`src/rtl/dezigzag_dequant.sv`:
```
// Zigzag-order coefficient stream -> dequantized, saturated, row-major 8x8 block for the IDCT.
// Double-buffered fill/emit; define DEZIGZAG_DC_PRED_EN to treat the DC term as a predicted difference.
module dezigzag_dequant #(
    parameter int OUT_GAP = 40,
    parameter int CW      = 12
) (
    input  logic          clk,
    input  logic          rst,
    input  logic          coef_valid,
    output logic          coef_ready,
    input  logic [5:0]    coef_run,
    input  logic [CW-1:0] coef_value,
    input  logic          coef_eob,
    input  logic          qt_wr_en,
    input  logic [5:0]    qt_wr_addr,
    input  logic [7:0]    qt_wr_data,
    input  logic          dc_pred_clr,
    output logic          blk_valid,
    output logic [511:0]  blk_data,
    output logic          err_overrun
);

    typedef enum logic [1:0] {
        BUF_EMPTY,
        BUF_FILLING,
        BUF_FULL,
        BUF_EMITTED
    } buf_state_t;

`ifdef DEZIGZAG_DC_PRED_EN
    localparam int VW = CW + 1;
`else
    localparam int VW = CW;
`endif
    localparam int PW = VW + 9;
    localparam int GW = $clog2(OUT_GAP + 1);
    localparam logic [GW-1:0] GAP_LOAD = GW'(OUT_GAP - 1);
    localparam logic signed [PW-1:0] SAT_HI = PW'(127);
    localparam logic signed [PW-1:0] SAT_LO = PW'(-128);

    // Zigzag index -> raster index.
    localparam logic [5:0] ZZ [64] = '{
        6'd0,  6'd1,  6'd8,  6'd16, 6'd9,  6'd2,  6'd3,  6'd10,
        6'd17, 6'd24, 6'd32, 6'd25, 6'd18, 6'd11, 6'd4,  6'd5,
        6'd12, 6'd19, 6'd26, 6'd33, 6'd40, 6'd48, 6'd41, 6'd34,
        6'd27, 6'd20, 6'd13, 6'd6,  6'd7,  6'd14, 6'd21, 6'd28,
        6'd35, 6'd42, 6'd49, 6'd56, 6'd57, 6'd50, 6'd43, 6'd36,
        6'd29, 6'd22, 6'd15, 6'd23, 6'd30, 6'd37, 6'd44, 6'd51,
        6'd58, 6'd59, 6'd52, 6'd45, 6'd38, 6'd31, 6'd39, 6'd46,
        6'd53, 6'd60, 6'd61, 6'd54, 6'd47, 6'd55, 6'd62, 6'd63
    };

    function automatic logic [7:0] dequant(input logic signed [VW-1:0] v, input logic [7:0] q);
        logic signed [PW-1:0] a;
        logic signed [PW-1:0] b;
        logic signed [PW-1:0] p;
        a = PW'(v);
        b = PW'({1'b0, q});
        p = a * b;
        if (p > SAT_HI)      dequant = 8'h7f;
        else if (p < SAT_LO) dequant = 8'h80;
        else                 dequant = p[7:0];
    endfunction

    logic [7:0]        qt  [64];
    logic [7:0]        mem [2][64];
    logic [63:0]       mask [2];
    buf_state_t        state   [2];
    buf_state_t        state_n [2];
    logic [5:0]        k;
    logic              fill_ptr;
    logic              emit_ptr;
    logic [GW-1:0]     gap;

    logic              beat;
    logic [6:0]        pos;
    logic              overrun;
    logic              pure_eob;
    logic              do_write;
    logic              complete;
    logic [5:0]        wr_idx;
    logic [7:0]        wr_byte;
    logic signed [VW-1:0] mult_val;
    logic              dc_fill;
    logic [7:0]        dc_byte;
    logic              emit;
    logic [511:0]      emit_data;

    assign coef_ready = (state[fill_ptr] == BUF_EMPTY) || (state[fill_ptr] == BUF_FILLING);
    assign beat       = coef_valid && coef_ready;
    assign pos        = {1'b0, k} + {1'b0, coef_run};
    assign overrun    = pos[6];
    assign pure_eob   = coef_eob && (coef_run == 6'd0) && (coef_value == '0);
    assign do_write   = beat && !overrun && !pure_eob;
    assign complete   = beat && (coef_eob || overrun || (pos == 7'd63));
    assign wr_idx     = ZZ[pos[5:0]];
    assign wr_byte    = dequant(mult_val, qt[pos[5:0]]);

`ifdef DEZIGZAG_DC_PRED_EN
    logic signed [VW-1:0] dc_pred;
    logic signed [VW-1:0] pred_base;
    logic signed [VW-1:0] dc_sum;
    logic                 dc_beat;

    // A clear coinciding with a DC beat takes effect before the add.
    assign pred_base = dc_pred_clr ? '0 : dc_pred;
    assign dc_sum    = pred_base + VW'($signed(coef_value));
    assign dc_beat   = do_write && (pos == 7'd0);
    assign mult_val  = dc_beat ? dc_sum : VW'($signed(coef_value));
    // A block that skips k==0 still carries the predicted DC (difference 0).
    assign dc_fill   = beat && (k == 6'd0) && !dc_beat;
    assign dc_byte   = dequant(pred_base, qt[0]);

    always_ff @(posedge clk) begin
        if (rst)              dc_pred <= '0;
        else if (dc_beat)     dc_pred <= dc_sum;
        else if (dc_pred_clr) dc_pred <= '0;
    end
`else
    logic unused_dc_pred_clr;

    assign unused_dc_pred_clr = dc_pred_clr;
    assign mult_val           = $signed(coef_value);
    assign dc_fill            = 1'b0;
    assign dc_byte            = 8'h00;
`endif

    // The completing beat may be emitted in the same cycle, so its write is bypassed in.
    assign emit = (gap == '0) &&
                  ((state[emit_ptr] == BUF_FULL) || (complete && (fill_ptr == emit_ptr)));

    always_comb begin
        emit_data = '0;
        for (int i = 0; i < 64; i++) begin
            if (mask[emit_ptr][i])
                emit_data[8*i +: 8] = mem[emit_ptr][i];
            if (do_write && (fill_ptr == emit_ptr) && (wr_idx == 6'(i)))
                emit_data[8*i +: 8] = wr_byte;
        end
        if (dc_fill && (fill_ptr == emit_ptr))
            emit_data[7:0] = dc_byte;
    end

    always_comb begin
        for (int b = 0; b < 2; b++) begin
            // NOTE: every always_comb output is defaulted first so no path can infer a latch.
            state_n[b] = state[b];
            if (state[b] == BUF_EMITTED)
                state_n[b] = BUF_EMPTY;
            if (beat && (fill_ptr == 1'(b)))
                state_n[b] = complete ? BUF_FULL : BUF_FILLING;
            if (emit && (emit_ptr == 1'(b)))
                state_n[b] = BUF_EMITTED;
        end
    end

    always_ff @(posedge clk) begin
        if (rst) begin
            // NOTE: sequential state uses non-blocking assignments so every flop samples pre-edge values.
            for (int b = 0; b < 2; b++) state[b] <= BUF_EMPTY;
        end else begin
            for (int b = 0; b < 2; b++) state[b] <= state_n[b];
        end
    end

    always_ff @(posedge clk) begin
        if (rst) begin
            k           <= '0;
            fill_ptr    <= 1'b0;
            emit_ptr    <= 1'b0;
            gap         <= '0;
            blk_valid   <= 1'b0;
            blk_data    <= '0;
            err_overrun <= 1'b0;
            mask[0]     <= '0;
            mask[1]     <= '0;
        end else begin
            if (beat)
                k <= complete ? 6'd0 : pos[5:0] + 6'd1;
            if (complete)
                fill_ptr <= ~fill_ptr;
            if (emit)
                emit_ptr <= ~emit_ptr;
            if (beat && overrun)
                err_overrun <= 1'b1;
            blk_valid <= emit;
            if (emit) begin
                blk_data <= emit_data;
                gap      <= GAP_LOAD;
            end else if (gap != '0) begin
                gap <= gap - GW'(1);
            end
            // The written-mask stands in for a clear pass over the data array.
            for (int b = 0; b < 2; b++)
                if (state[b] == BUF_EMITTED) mask[b] <= '0;
            if (do_write)
                mask[fill_ptr][wr_idx] <= 1'b1;
            if (dc_fill)
                mask[fill_ptr][0] <= 1'b1;
        end
    end

    // NOTE: the coefficient buffers and quant table carry no reset; the written-mask makes stale data invisible.
    always_ff @(posedge clk) begin
        if (qt_wr_en)
            qt[qt_wr_addr] <= qt_wr_data;
        if (do_write)
            mem[fill_ptr][wr_idx] <= wr_byte;
        if (dc_fill)
            mem[fill_ptr][0] <= dc_byte;
    end

endmodule

```
`config.mk`:
```
export PLATFORM = sky130hd
export DESIGN_NAME = dezigzag_dequant
export DESIGN_NICKNAME = d
export VERILOG_FILES = /design/src/rtl/dezigzag_dequant.sv
export SDC_FILE = /design/constraint.sdc
export NUM_CORES = 2
export LEC_CHECK = 0
export ABC_AREA = 1
export BUFFER_PORTS_ARGS = -buffer_cell sky130_fd_sc_hd__buf_2
export CAP_MARGIN = 20
export CORE_ASPECT_RATIO = 2
export CORE_MARGIN = 2
export CORE_UTILIZATION = 43
export DETAILED_ROUTE_END_ITERATION = 10
export RECOVER_POWER = 50
export SYNTH_ARGS = -nofsm -noshare
export SYNTH_HDL_FRONTEND = slang
export SYNTH_SLANG_ARGS = --single-unit
```
`constraint.sdc`:
```
create_clock -name clk -period 11.25 [get_ports clk]
set_clock_uncertainty 0.15 [all_clocks]
set_input_delay 2.25 -clock clk [delete_from_list [all_inputs] [get_ports clk]]
set_output_delay 2.25 -clock clk [all_outputs]
set_load 0.02 [all_outputs]
```
==> results by group <==
Finish
  – Growth of design area from synthesis to finish: 14.91%
  – Share of cells above drive strength 1: 10.95%
  – Final net count: 10160

Logic synthesis
  – Post-synthesis compound-gate area fraction: 4.112%
  – Mux share of post-synthesis cell area: 5.771%
  – Post-synth net total: 9525
  – Netlist Area Pre-Place: 94900 um^2
  – Syn Area/Cell: 10.16 um^2
  – Yosys top cell area share: 48.60%
  – Most numerous cell in the Yosys netlist: nand2_1
  – Post-synth top area cell: edfxtp_1
  – Gate Count Post-Synth: 9344
  – Sequential share of the synthesized area: 62.57%
  – Largest family of logic cells by synthesized area: simple AND/OR/NAND/NOR gates
  – Top cells by area, synth: edfxtp_1, dfxtp_1, nand2_1
  – Cell variety after synth: 45
  – Synth warn: 0
  – Top cell types by occurrence after synthesis: nand2_1, edfxtp_1, nand3_1
  – Post-synth ARST share: 0%
  – XOR/XNOR Fraction of Synth Area: 0.02769%
  – #FFs+latches synth: 2198
  – Number of synthesized flops with an enable pin: 1536
  – Main flop type after synthesis: edfxtp_1
  – Synth Area in Adders: 2.510%
  – Synth Area in Simple Gates: 21.16%

Timing
  – Final setup vio count: 0
  – Max-slew violations: 810
  – Fin Setup TNS: 0 ns
  – Peak Freq: 94.99 MHz
  – Worst Tran Pin Value: 3.407 ns
  – RSZ-0062 raised after global routing: no
  – Final period util: 93.57%
  – Max-slew headroom: -127.1%
  – Final Critical Period: 10.53 ns
  – Final hold violation count: 0

Clock network
  – Worst-skew pair later-pin latency: 0.92 ns
  – Post-CTS Setup Bufs: 0
  – Clock transition at path regs: 0.07 ns
  – Clock root buffer: clkbuf_16
  – CTS Buf Count: 196
  – CTS tree: done
  – CTS Hold Bufs: 0
  – Clock sink count: 2198
  – Max Buffers Root-to-Sink: 4
  – H-tree depth: 4
  – Cts repair resizes: 0

Critical path
  – Reg2reg end: mem[1][27]
  – Critical path destination: mem[1][27]
  – Buffers & Inverters on Critical Path: 13
  – R2R Path Start: k[0]
  – Stages on worst setup path: 41
  – R2r worst-path depth: 40
  – Delay of the slowest critical-path stage: 0.56 ns
  – Slowest CP cell: o21ai_0
  – CP arrival: 10.91 ns
  – Critical Path Sink Type: flip-flop
  – Cell repeated most along the worst path: nand2_1
  – Crit Path Class: in2reg
  – Worst R2R Setup Slack: 1.92 ns
  – CP delay by family, top: adder cells
  – Crit path from: coef_run[0]
  – Max FO, Critical Path: 28
  – CP startpoint kind: primary input
  – CP Data Required Time: 11.64 ns

Drt
  – Final ANT Viol Nets: 0
  – Routed vias/inst: 5.448
  – Iteration-0 DRC Markers: 6211
  – Vias: 71310
  – DRC: 2
  – DRT Pass-1 Iters: 10
  – Avg WL per Cell: 24.70 um
  – Final WL: 323400 um

GRT
  – Gr ovfl total: 0
  – Vias in the first global route: 68970
  – Gr usage total: 28.05%
  – Pin count of the biggest net entering global routing: 243
  – First-pass GRT wire length: 459700 um
  – Initial antenna violation count: 20

Hold path
  – Hold Crit Class: reg2reg

Run status
  – Failing checks: DRC, capacitance limit, slew limit
  – Outcome: complete, but fails checks

Die
  – Row cnt: 243
  – Initial Util: 43.29%
  – I/O pin cnt: 553
  – Core area: 219200 um^2
  – Die area: 224700 um^2
  – Die X: 336.2 um
  – Die height: 668.4 um

Placement
  – GPL Wtd Cong: 0.9481
  – DP HPWL: 222900 um
  – PortBufs: 551

Job
  – Max-cap violation count: 21
==> worst min-delay path by stage <==
stage                   from            end  slack (ns)  cells after the start
2_1_floorplan         gap[3]         gap[3]        0.29                      2
3_3_place_gp     blk_data[7]    blk_data[7]        0.28                      2
3_5_place_dp   blk_data[246]  blk_data[246]        0.28                      2
4_1_cts        blk_data[501]  blk_data[501]        0.30                      2
5_1_grt        blk_data[246]  blk_data[246]        0.31                      2
6_report       blk_data[252]  blk_data[252]        0.30                      2
==> per-layer routing <==
| metal | part of all wire, % | GRT usage (%) |
|---|---|---|
| met1 | 36 | 31.82 |
| met2 | 49 | 48.51 |
| met3 | 7.4 | 4.392 |
| met4 | 7.8 | 18.85 |
| met5 | 0.0043 | 0 |
==> kinds of logic (layout without fill, tap and decap cells) <==
| family | Yosys count | count (layout) |
|---|---|---|
| XOR/XNOR | 3 | 3 |
| buffers and inverters | 897 | 1693 |
| flip-flops | 2198 | 2198 |
| other | 0 | 10 |
| AO/OA/AOI/OAI | 658 | 658 |
| AND/OR/NAND/NOR | 4932 | 4932 |
| multiplexers | 513 | 513 |
| adder cells (fa/ha/maj) | 143 | 143 |
==> placed cells by master (no fill, tap or decap), drive strengths merged, types with 16 or more instances in the layout <==
cell	n
nand4	32
dfxtp	662
edfxtp	1536
ha	64
mux2i	240
a21oi	185
nor2	673
fa	79
o22ai	104
clkinv	66
o2111ai	16
a32o	16
inv	434
a32oi	28
o21ai	217
a31oi	16
nand3	733
nand2	3464
buf	374
mux2	273
clkbuf	800
o211ai	47
==> through the flow <==
stage	instance area (um^2)	std cells	util (%)	setup slack, ns	hold slack (ns)
6_report	109100	13090	49.75	0.7230	0.3008
4_1_cts	109900	13080	50.14	1.262	0.3008
2_1_floorplan	94910	9344	-	0.1419	0.2862
3_5_place_dp	103300	12720	47.13	0.3583	0.2845
3_3_place_gp	103300	12720	47.13	0.3480	0.2833
5_1_grt	109000	13090	49.74	0.4064	0.3128
==> sequential cells by signal, indices dropped and copies added (netlist names), named ones only <==
| register | flops |
|---|---|
| blk_data | 512 |
| blk_valid | 1 |
| emit_ptr | 1 |
| err_overrun | 1 |
| fill_ptr | 1 |
| gap | 6 |
| k | 6 |
| mask | 128 |
| mem | 1024 |
| qt | 512 |
| state | 4 |
==> layout make-up <==
| cell class | instances | area, um^2 |
|---|---|---|
| Antenna cell | 10 | 25.02 |
| Sequential cell | 2198 | 59380 |
| Tap cell | 2940 | 3679 |
| Fill cell | 20130 | 110200 |
| Clock buffer | 263 | 5674 |
| Multi-Input combinational cell | 6249 | 31840 |
| Inverter | 424 | 1643 |
| Clock inverter | 95 | 909.6 |
| Timing Repair Buffer | 911 | 5899 |
==> worst register-to-register path: cells and delay by family, from the launching register on <==
kind,cells,cell delay [ns]
flops,1,0.37
simple gates,19,2.42
fa+ha+maj,7,3.09
compound gates,2,1.02
buf+inv,12,1.87
Power is left out: the tool's default activity adds up to more than one toggle a clock period on the data nets, which glitch-free logic cannot reach.
